**src/rtl/axi_lite_to_obi_bridge.sv**
```systemverilog
// AXI4-Lite subordinate that replays each access as a single OBI manager transaction.
// One transaction in flight; AW/W/AR are buffered in holding registers until served.
module axi_lite_to_obi_bridge #(
   parameter  int unsigned AddrWidth = 32,
   parameter  int unsigned DataWidth = 32,
   localparam int unsigned StrbWidth = DataWidth / 8
) (
   input  logic                 clk_i,
   input  logic                 rst_ni,
   input  logic [AddrWidth-1:0] aw_addr_i,
   input  logic                 aw_valid_i,
   output logic                 aw_ready_o,
   input  logic [DataWidth-1:0] w_data_i,
   input  logic [StrbWidth-1:0] w_strb_i,
   input  logic                 w_valid_i,
   output logic                 w_ready_o,
   output logic [1:0]           b_resp_o,
   output logic                 b_valid_o,
   input  logic                 b_ready_i,
   input  logic [AddrWidth-1:0] ar_addr_i,
   input  logic                 ar_valid_i,
   output logic                 ar_ready_o,
   output logic [DataWidth-1:0] r_data_o,
   output logic [1:0]           r_resp_o,
   output logic                 r_valid_o,
   input  logic                 r_ready_i,
   output logic                 obi_req_o,
   output logic [AddrWidth-1:0] obi_addr_o,
   output logic                 obi_we_o,
   output logic [StrbWidth-1:0] obi_be_o,
   output logic [DataWidth-1:0] obi_wdata_o,
   input  logic                 obi_gnt_i,
   input  logic                 obi_rvalid_i,
   input  logic [DataWidth-1:0] obi_rdata_i,
   input  logic                 obi_err_i
);

   localparam logic [2:0] S_IDLE    = 3'd0;
   localparam logic [2:0] S_WR_REQ  = 3'd1;
   localparam logic [2:0] S_WR_WAIT = 3'd2;
   localparam logic [2:0] S_WR_RESP = 3'd3;
   localparam logic [2:0] S_RD_REQ  = 3'd4;
   localparam logic [2:0] S_RD_WAIT = 3'd5;
   localparam logic [2:0] S_RD_RESP = 3'd6;

   localparam logic [AddrWidth-1:0] AddrMask = ~AddrWidth'(StrbWidth - 1);

   logic [2:0]           r_state;
   logic [2:0]           w_state_nxt;
   logic                 r_out_en;
   logic                 r_aw_full;
   logic                 r_w_full;
   logic                 r_ar_full;
   logic                 r_prio_rd;
   logic                 r_err;
   logic [AddrWidth-1:0] r_aw_addr;
   logic [AddrWidth-1:0] r_ar_addr;
   logic [DataWidth-1:0] r_wdata;
   logic [StrbWidth-1:0] r_wstrb;
   logic [DataWidth-1:0] r_rdata;

   logic w_aw_hs;
   logic w_w_hs;
   logic w_ar_hs;
   logic w_b_hs;
   logic w_r_hs;
   logic w_wr_rdy;
   logic w_rd_rdy;
   logic w_in_wait;

   // r_out_en keeps every ready low while reset is asserted and releases them one cycle later
   assign aw_ready_o = r_out_en & ~r_aw_full;
   assign w_ready_o  = r_out_en & ~r_w_full;
   assign ar_ready_o = r_out_en & (r_state == S_IDLE) & ~r_ar_full & ~(r_aw_full & r_w_full);

   assign w_aw_hs   = aw_valid_i & aw_ready_o;
   assign w_w_hs    = w_valid_i & w_ready_o;
   assign w_ar_hs   = ar_valid_i & ar_ready_o;
   assign w_b_hs    = b_valid_o & b_ready_i;
   assign w_r_hs    = r_valid_o & r_ready_i;
   assign w_wr_rdy  = r_aw_full & r_w_full;
   assign w_rd_rdy  = r_ar_full;
   assign w_in_wait = (r_state == S_WR_WAIT) | (r_state == S_RD_WAIT);

   assign b_valid_o = (r_state == S_WR_RESP);
   assign b_resp_o  = b_valid_o ? {r_err, 1'b0} : '0;
   assign r_valid_o = (r_state == S_RD_RESP);
   assign r_resp_o  = r_valid_o ? {r_err, 1'b0} : '0;
   assign r_data_o  = r_valid_o ? r_rdata : '0;

   assign obi_req_o   = (r_state == S_WR_REQ) | (r_state == S_RD_REQ);
   assign obi_we_o    = (r_state == S_WR_REQ);
   assign obi_addr_o  = (r_state == S_WR_REQ) ? (r_aw_addr & AddrMask) :
                        (r_state == S_RD_REQ) ? (r_ar_addr & AddrMask) : '0;
   assign obi_be_o    = (r_state == S_WR_REQ) ? r_wstrb :
                        (r_state == S_RD_REQ) ? '1 : '0;
   assign obi_wdata_o = (r_state == S_WR_REQ) ? r_wdata : '0;

   always_comb begin
      w_state_nxt = r_state;
      case (r_state)
         S_IDLE: begin
            // r_prio_rd set means the write side was served last, so a pending read goes first
            if (w_wr_rdy && (!w_rd_rdy || !r_prio_rd)) begin
               w_state_nxt = (r_wstrb == '0) ? S_WR_RESP : S_WR_REQ;
            end else if (w_rd_rdy) begin
               w_state_nxt = S_RD_REQ;
            end
         end
         S_WR_REQ:  if (obi_gnt_i)    w_state_nxt = S_WR_WAIT;
         S_WR_WAIT: if (obi_rvalid_i) w_state_nxt = S_WR_RESP;
         S_WR_RESP: if (b_ready_i)    w_state_nxt = S_IDLE;
         S_RD_REQ:  if (obi_gnt_i)    w_state_nxt = S_RD_WAIT;
         S_RD_WAIT: if (obi_rvalid_i) w_state_nxt = S_RD_RESP;
         S_RD_RESP: if (r_ready_i)    w_state_nxt = S_IDLE;
         default:                     w_state_nxt = S_IDLE;
      endcase
   end

   always_ff @(posedge clk_i or negedge rst_ni) begin
      if (!rst_ni) begin
         r_state   <= S_IDLE;
         r_out_en  <= 1'b0;
         r_aw_full <= 1'b0;
         r_w_full  <= 1'b0;
         r_ar_full <= 1'b0;
         r_prio_rd <= 1'b0;
         r_err     <= 1'b0;
         r_aw_addr <= '0;
         r_ar_addr <= '0;
         r_wdata   <= '0;
         r_wstrb   <= '0;
         r_rdata   <= '0;
      end else begin
         r_out_en <= 1'b1;
         r_state  <= w_state_nxt;

         if (w_b_hs) begin
            r_aw_full <= 1'b0;
            r_w_full  <= 1'b0;
         end else begin
            if (w_aw_hs) begin
               r_aw_full <= 1'b1;
               r_aw_addr <= aw_addr_i;
            end
            if (w_w_hs) begin
               r_w_full <= 1'b1;
               r_wdata  <= w_data_i;
               r_wstrb  <= w_strb_i;
            end
         end

         if (w_r_hs) begin
            r_ar_full <= 1'b0;
         end else if (w_ar_hs) begin
            r_ar_full <= 1'b1;
            r_ar_addr <= ar_addr_i;
         end

         if (w_b_hs) begin
            r_prio_rd <= 1'b1;
         end else if (w_r_hs) begin
            r_prio_rd <= 1'b0;
         end

         // clearing in IDLE gives the zero-strobe write path its OKAY response
         if (r_state == S_IDLE) begin
            r_err <= 1'b0;
         end else if (w_in_wait && obi_rvalid_i) begin
            r_err   <= obi_err_i;
            r_rdata <= obi_rdata_i;
         end
      end
   end

endmodule

```
**config.mk**
```make
export PLATFORM = sky130hd
export DESIGN_NAME = axi_lite_to_obi_bridge
export DESIGN_NICKNAME = d
export VERILOG_FILES = /design/src/rtl/axi_lite_to_obi_bridge.sv
export SDC_FILE = /design/constraint.sdc
export NUM_CORES = 1
export LEC_CHECK = 0
export ABC_CLOCK_PERIOD_IN_PS = 1870
export CAP_MARGIN = 20
export CORE_MARGIN = 4
export CORE_UTILIZATION = 39
export DETAILED_ROUTE_END_ITERATION = 8
export GPL_TIMING_DRIVEN = 0
export PLACE_DENSITY = 0.76
export RECOVER_POWER = 25
export REMOVE_ABC_BUFFERS = 1
export SLEW_MARGIN = 5
export SYNTH_ARGS = -nofsm -noshare
export SYNTH_HDL_FRONTEND = slang
export SYNTH_SLANG_ARGS = --single-unit
```
**constraint.sdc**
```tcl
create_clock -name clk_i -period 1.87 [get_ports clk_i]
set_input_delay 0.561 -clock clk_i [delete_from_list [all_inputs] [get_ports clk_i]]
set_output_delay 0.561 -clock clk_i [all_outputs]
set_load 0.03 [all_outputs]
```
==> results.py, run 1 <==
metrics = {
    "synthesis": {
        "yosysSeqAreaShare": 0.546,
        "synth.avg_cell_area_um2": 13.5,
        "synth_top_area_share": 0.546,
        "synthSimpleGateAreaFrac": 0.0975,
        "ys_types": 38,
        "synth-seq-cells": 137,
        "yosys_warnings": 0,
        "syn-cell-area_um2": 6270,
        "synthCells": 466,
        "synth_top_family_by_area": "multiplexers",
        "synthMuxAreaShare": 0.249,
        "synth_compound_area_frac": 0.0724,
        "synth_fa_ha_area_frac": 0,
        "synth_top_cell_by_area": "dfrtp_1",
        "synthXorXnorAreaFrac": 0.00140,
        "synthTopCellsByArea": "dfrtp_1 (55%), mux2_2 (18%), mux2_4 (6.9%), and2_1 (6.7%), a22o_1 (4.3%)",
    },
    "drt": {
        "num_vias": 5254,
        "vias_per_cell": 5.16,
        "drt_iter0_drc": 239,
        "drt-total-wl_um": 22800,
        "routedWlPerCell_um": 22.4,
        "drc": 0,
        "postRouteAntennaNets": 0,
        "dr.pass1.iters": 5,
    },
    "clock_network": {
        "cts_inserted_buffers": 17,
        "cts_sinks": 137,
        "cts_tree": "yes",
        "cts_root_buf": "clkbuf_16",
        "clkSlewWorstSetupHoldPaths_ns": 0.06,
        "cts_buffer_depth": 2,
        "clock_latency_ns": 0.42,
        "htree_levels": 4,
        "cts_hold_buf": 0,
    },
    "layout": {
        "fin_nets": 932,
        "area_delta_synth_final_pct": 81.0,
        "drive_above_1_share": 0.564,
        "diodes": 0,
    },
    "sta": {
        "fin_crit_sh": 1.35,
        "rsz0062_at_grt": "yes",
        "fin_ws_ns": -0.652,
        "fin_crit_ns": 2.52,
        "tightest_slew_ns": 1.70,
        "maxSlewViolCount": 63,
        "max_freq_mhz": 397,
        "hold_viol": 0,
        "slew_headroom": -0.136,
        "finClkSkew_ns": 0.00966,
        "finalSetupViolations": 201,
    },
    "placement": {
        "place_congestion": 0.752,
        "port_buffers": 244,
        "post-place-ws_ns": -1.54,
        "dp_hpwl_um": 12200,
    },
    "worst_setup_path": {
        "crit_type": "reg -> out",
        "cp.arrival_ns": 1.96,
        "r2r_start": "r_state[2]$_DFFE_PN0P_",
        "end_kind": "output pin",
        "worst-r2r-setup-slack_ns": -0.24,
        "crit_fanout": 8,
        "worstPathRequired_ns": 1.31,
        "cp-startpoint": "r_state[1]$_DFFE_PN0P_",
        "reg2regPathDepth": 6,
        "r2r_end": "r_ar_addr[11]$_DFFE_PN0P_",
        "critPathLaunchType": "flop",
    },
    "min_path": {
        "hold_depth": 1,
        "worst_hold_startpoint": "r_prio_rd$_DFFE_PN0P_",
        "hold_path.class": "reg -> reg",
        "hold_end": "r_prio_rd$_DFFE_PN0P_",
    },
    "status": {
        "violations": "max-capacitance violations, max-slew violations, negative setup slack",
        "status": "complete, but fails checks",
    },
    "global_route": {
        "grt-ovfl-total": 0,
        "grt_antenna_before_repair": 0,
        "grt_max_degree": 76,
        "grt_pass1_vias": 5598,
        "grt_pass1_wl_um": 31200,
        "grt_usage": 0.224,
    },
    "pwr": {
        "power.leakage_nw": 5.29,
        "pwr_density_cell_nw_per_um2": 1650,
        "ir_worst_vdd_uv": 960,
        "design_power_total_w": 0.0188,
    },
    "die": {
        "fp-row-count": 46,
        "die_w_um": 135,
        "start_util": 0.396,
        "ios": 253,
        "die_h_um": 135,
        "core-area_um2": 15800,
        "die_area_um2": 18200,
    },
    "flow_run": {
        "maxCapViolations": 1,
    },
}
[worst max-delay path: stages (launching register included)]
cell,delay (ns)
dfrtp_2,0.46
nor2b_4,0.18
nor2b_4,0.22
buf_12,0.15
buf_12,0.13
buf_6,0.10
a22o_1,0.15
buf_6,0.14
[area by class of cell]
cell class / instances / area [um^2]
clock inverter: 14 / 148
timing repair buffer: 335 / 3870
sequential: 137 / 3440
inverter: 3 / 13.8
fill: 973 / 4470
clock buffer: 18 / 439
tap: 216 / 270
multi-input combinational: 296 / 3180
[stage by stage]
step	cell area, um^2	cells	util	setup TNS, ns	hold slack [ns]
after global placement	8810	893	0.556	-1200.23	0.463
after global routing	11400	1019	0.717	-84.11	0.512
final	11400	1019	0.717	-71.55	0.492
after detailed placement	8970	899	0.567	-199.68	0.477
after floorplan	6090	433	-	-263.49	0.265
after CTS	10700	998	0.678	-57.66	0.145
[placed cells by master, fill, tap and decap left out, drive strengths merged, types with 6 or more instances in the layout]
cell type	count
buf	191
nand2	6
a22o	31
nor2	12
clkinv	8
clkdlybuf4s50	136
clkbuf	26
dfrtp	137
mux2	129
and2	67
a21oi	6
nor2b	6
[synthesized netlist by cell type, drive strengths merged]
cell type    n
nor2b        5
dfrtp      137
a31oi        2
o221ai       1
nand4        1
mux2       129
nand4b       1
nor2        11
or2          1
conb         2
a21oi        6
a221o        1
o21ai        5
a21o         5
a2bb2oi      1
and3         2
a32oi        1
a22o        31
buf         17
inv          3
nand2b       2
o211ai       1
nor3         3
and2        67
o21bai       1
nand2        6
nand3        1
a21boi       1
or4          1
xnor2        1
o31ai        1
clkbuf      19
[worst max-delay path by stage]
stage | endpoint
CTS | obi_addr_o[8]
detailed placement | obi_addr_o[12]
global placement | r_aw_addr[29]$_DFFE_PN0P_
global route | obi_addr_o[8]
floorplan | obi_addr_o[10]
finish | obi_addr_o[8]
[report_power, final]
group / internal (W) / total (W) / switching [W]
Combinational: 0.00578 / 0.0101 / 0.00432
Sequential: 0.00438 / 0.00532 / 0.000940
Clock: 0.00200 / 0.00335 / 0.00134
[logic make-up after synthesis]
group                  Yosys count
buffers and inverters           39
multiplexers                   129
AND/OR/NAND/NOR                101
XOR/XNOR                         1
flip-flops                     137
AO/OA/AOI/OAI                   57
other                            2
[layer usage]
layer / GRT usage / wire length, um
met1: 0.256 / 8560
met2: 0.394 / 11700
met3: 0.0760 / 1910
met4: 0.0718 / 562
met5: 0 / 0
[sequential cells by signal (all words and copies together) (netlist names), 3 cells and up]
signal     count
r_wstrb        4
r_ar_addr     30
r_state        3
r_wdata       32
r_aw_addr     30
r_rdata       32
[what timing repair did]
item                       CTS  global route
buffers inserted            58            22
setup endpoints to repair  236           197
pin swaps                   25            86
gates cloned                11             7
gates resized for setup    826           122
hold endpoints to repair     0             0
Power figures use the tool's default switching activity.
==> run 2, diff against run 1 <==
- CTS_CLUSTER_SIZE: unset -> 8
==> results of run 2 <==
Same layout as run 1: the final DEF is identical, and so are final timing and power.
==> run 3, diff against run 2 <==
- GPL_ROUTABILITY_DRIVEN: unset -> 0
==> results of run 3 <==
Same layout as run 1: the final DEF is identical, and so are final timing and power.
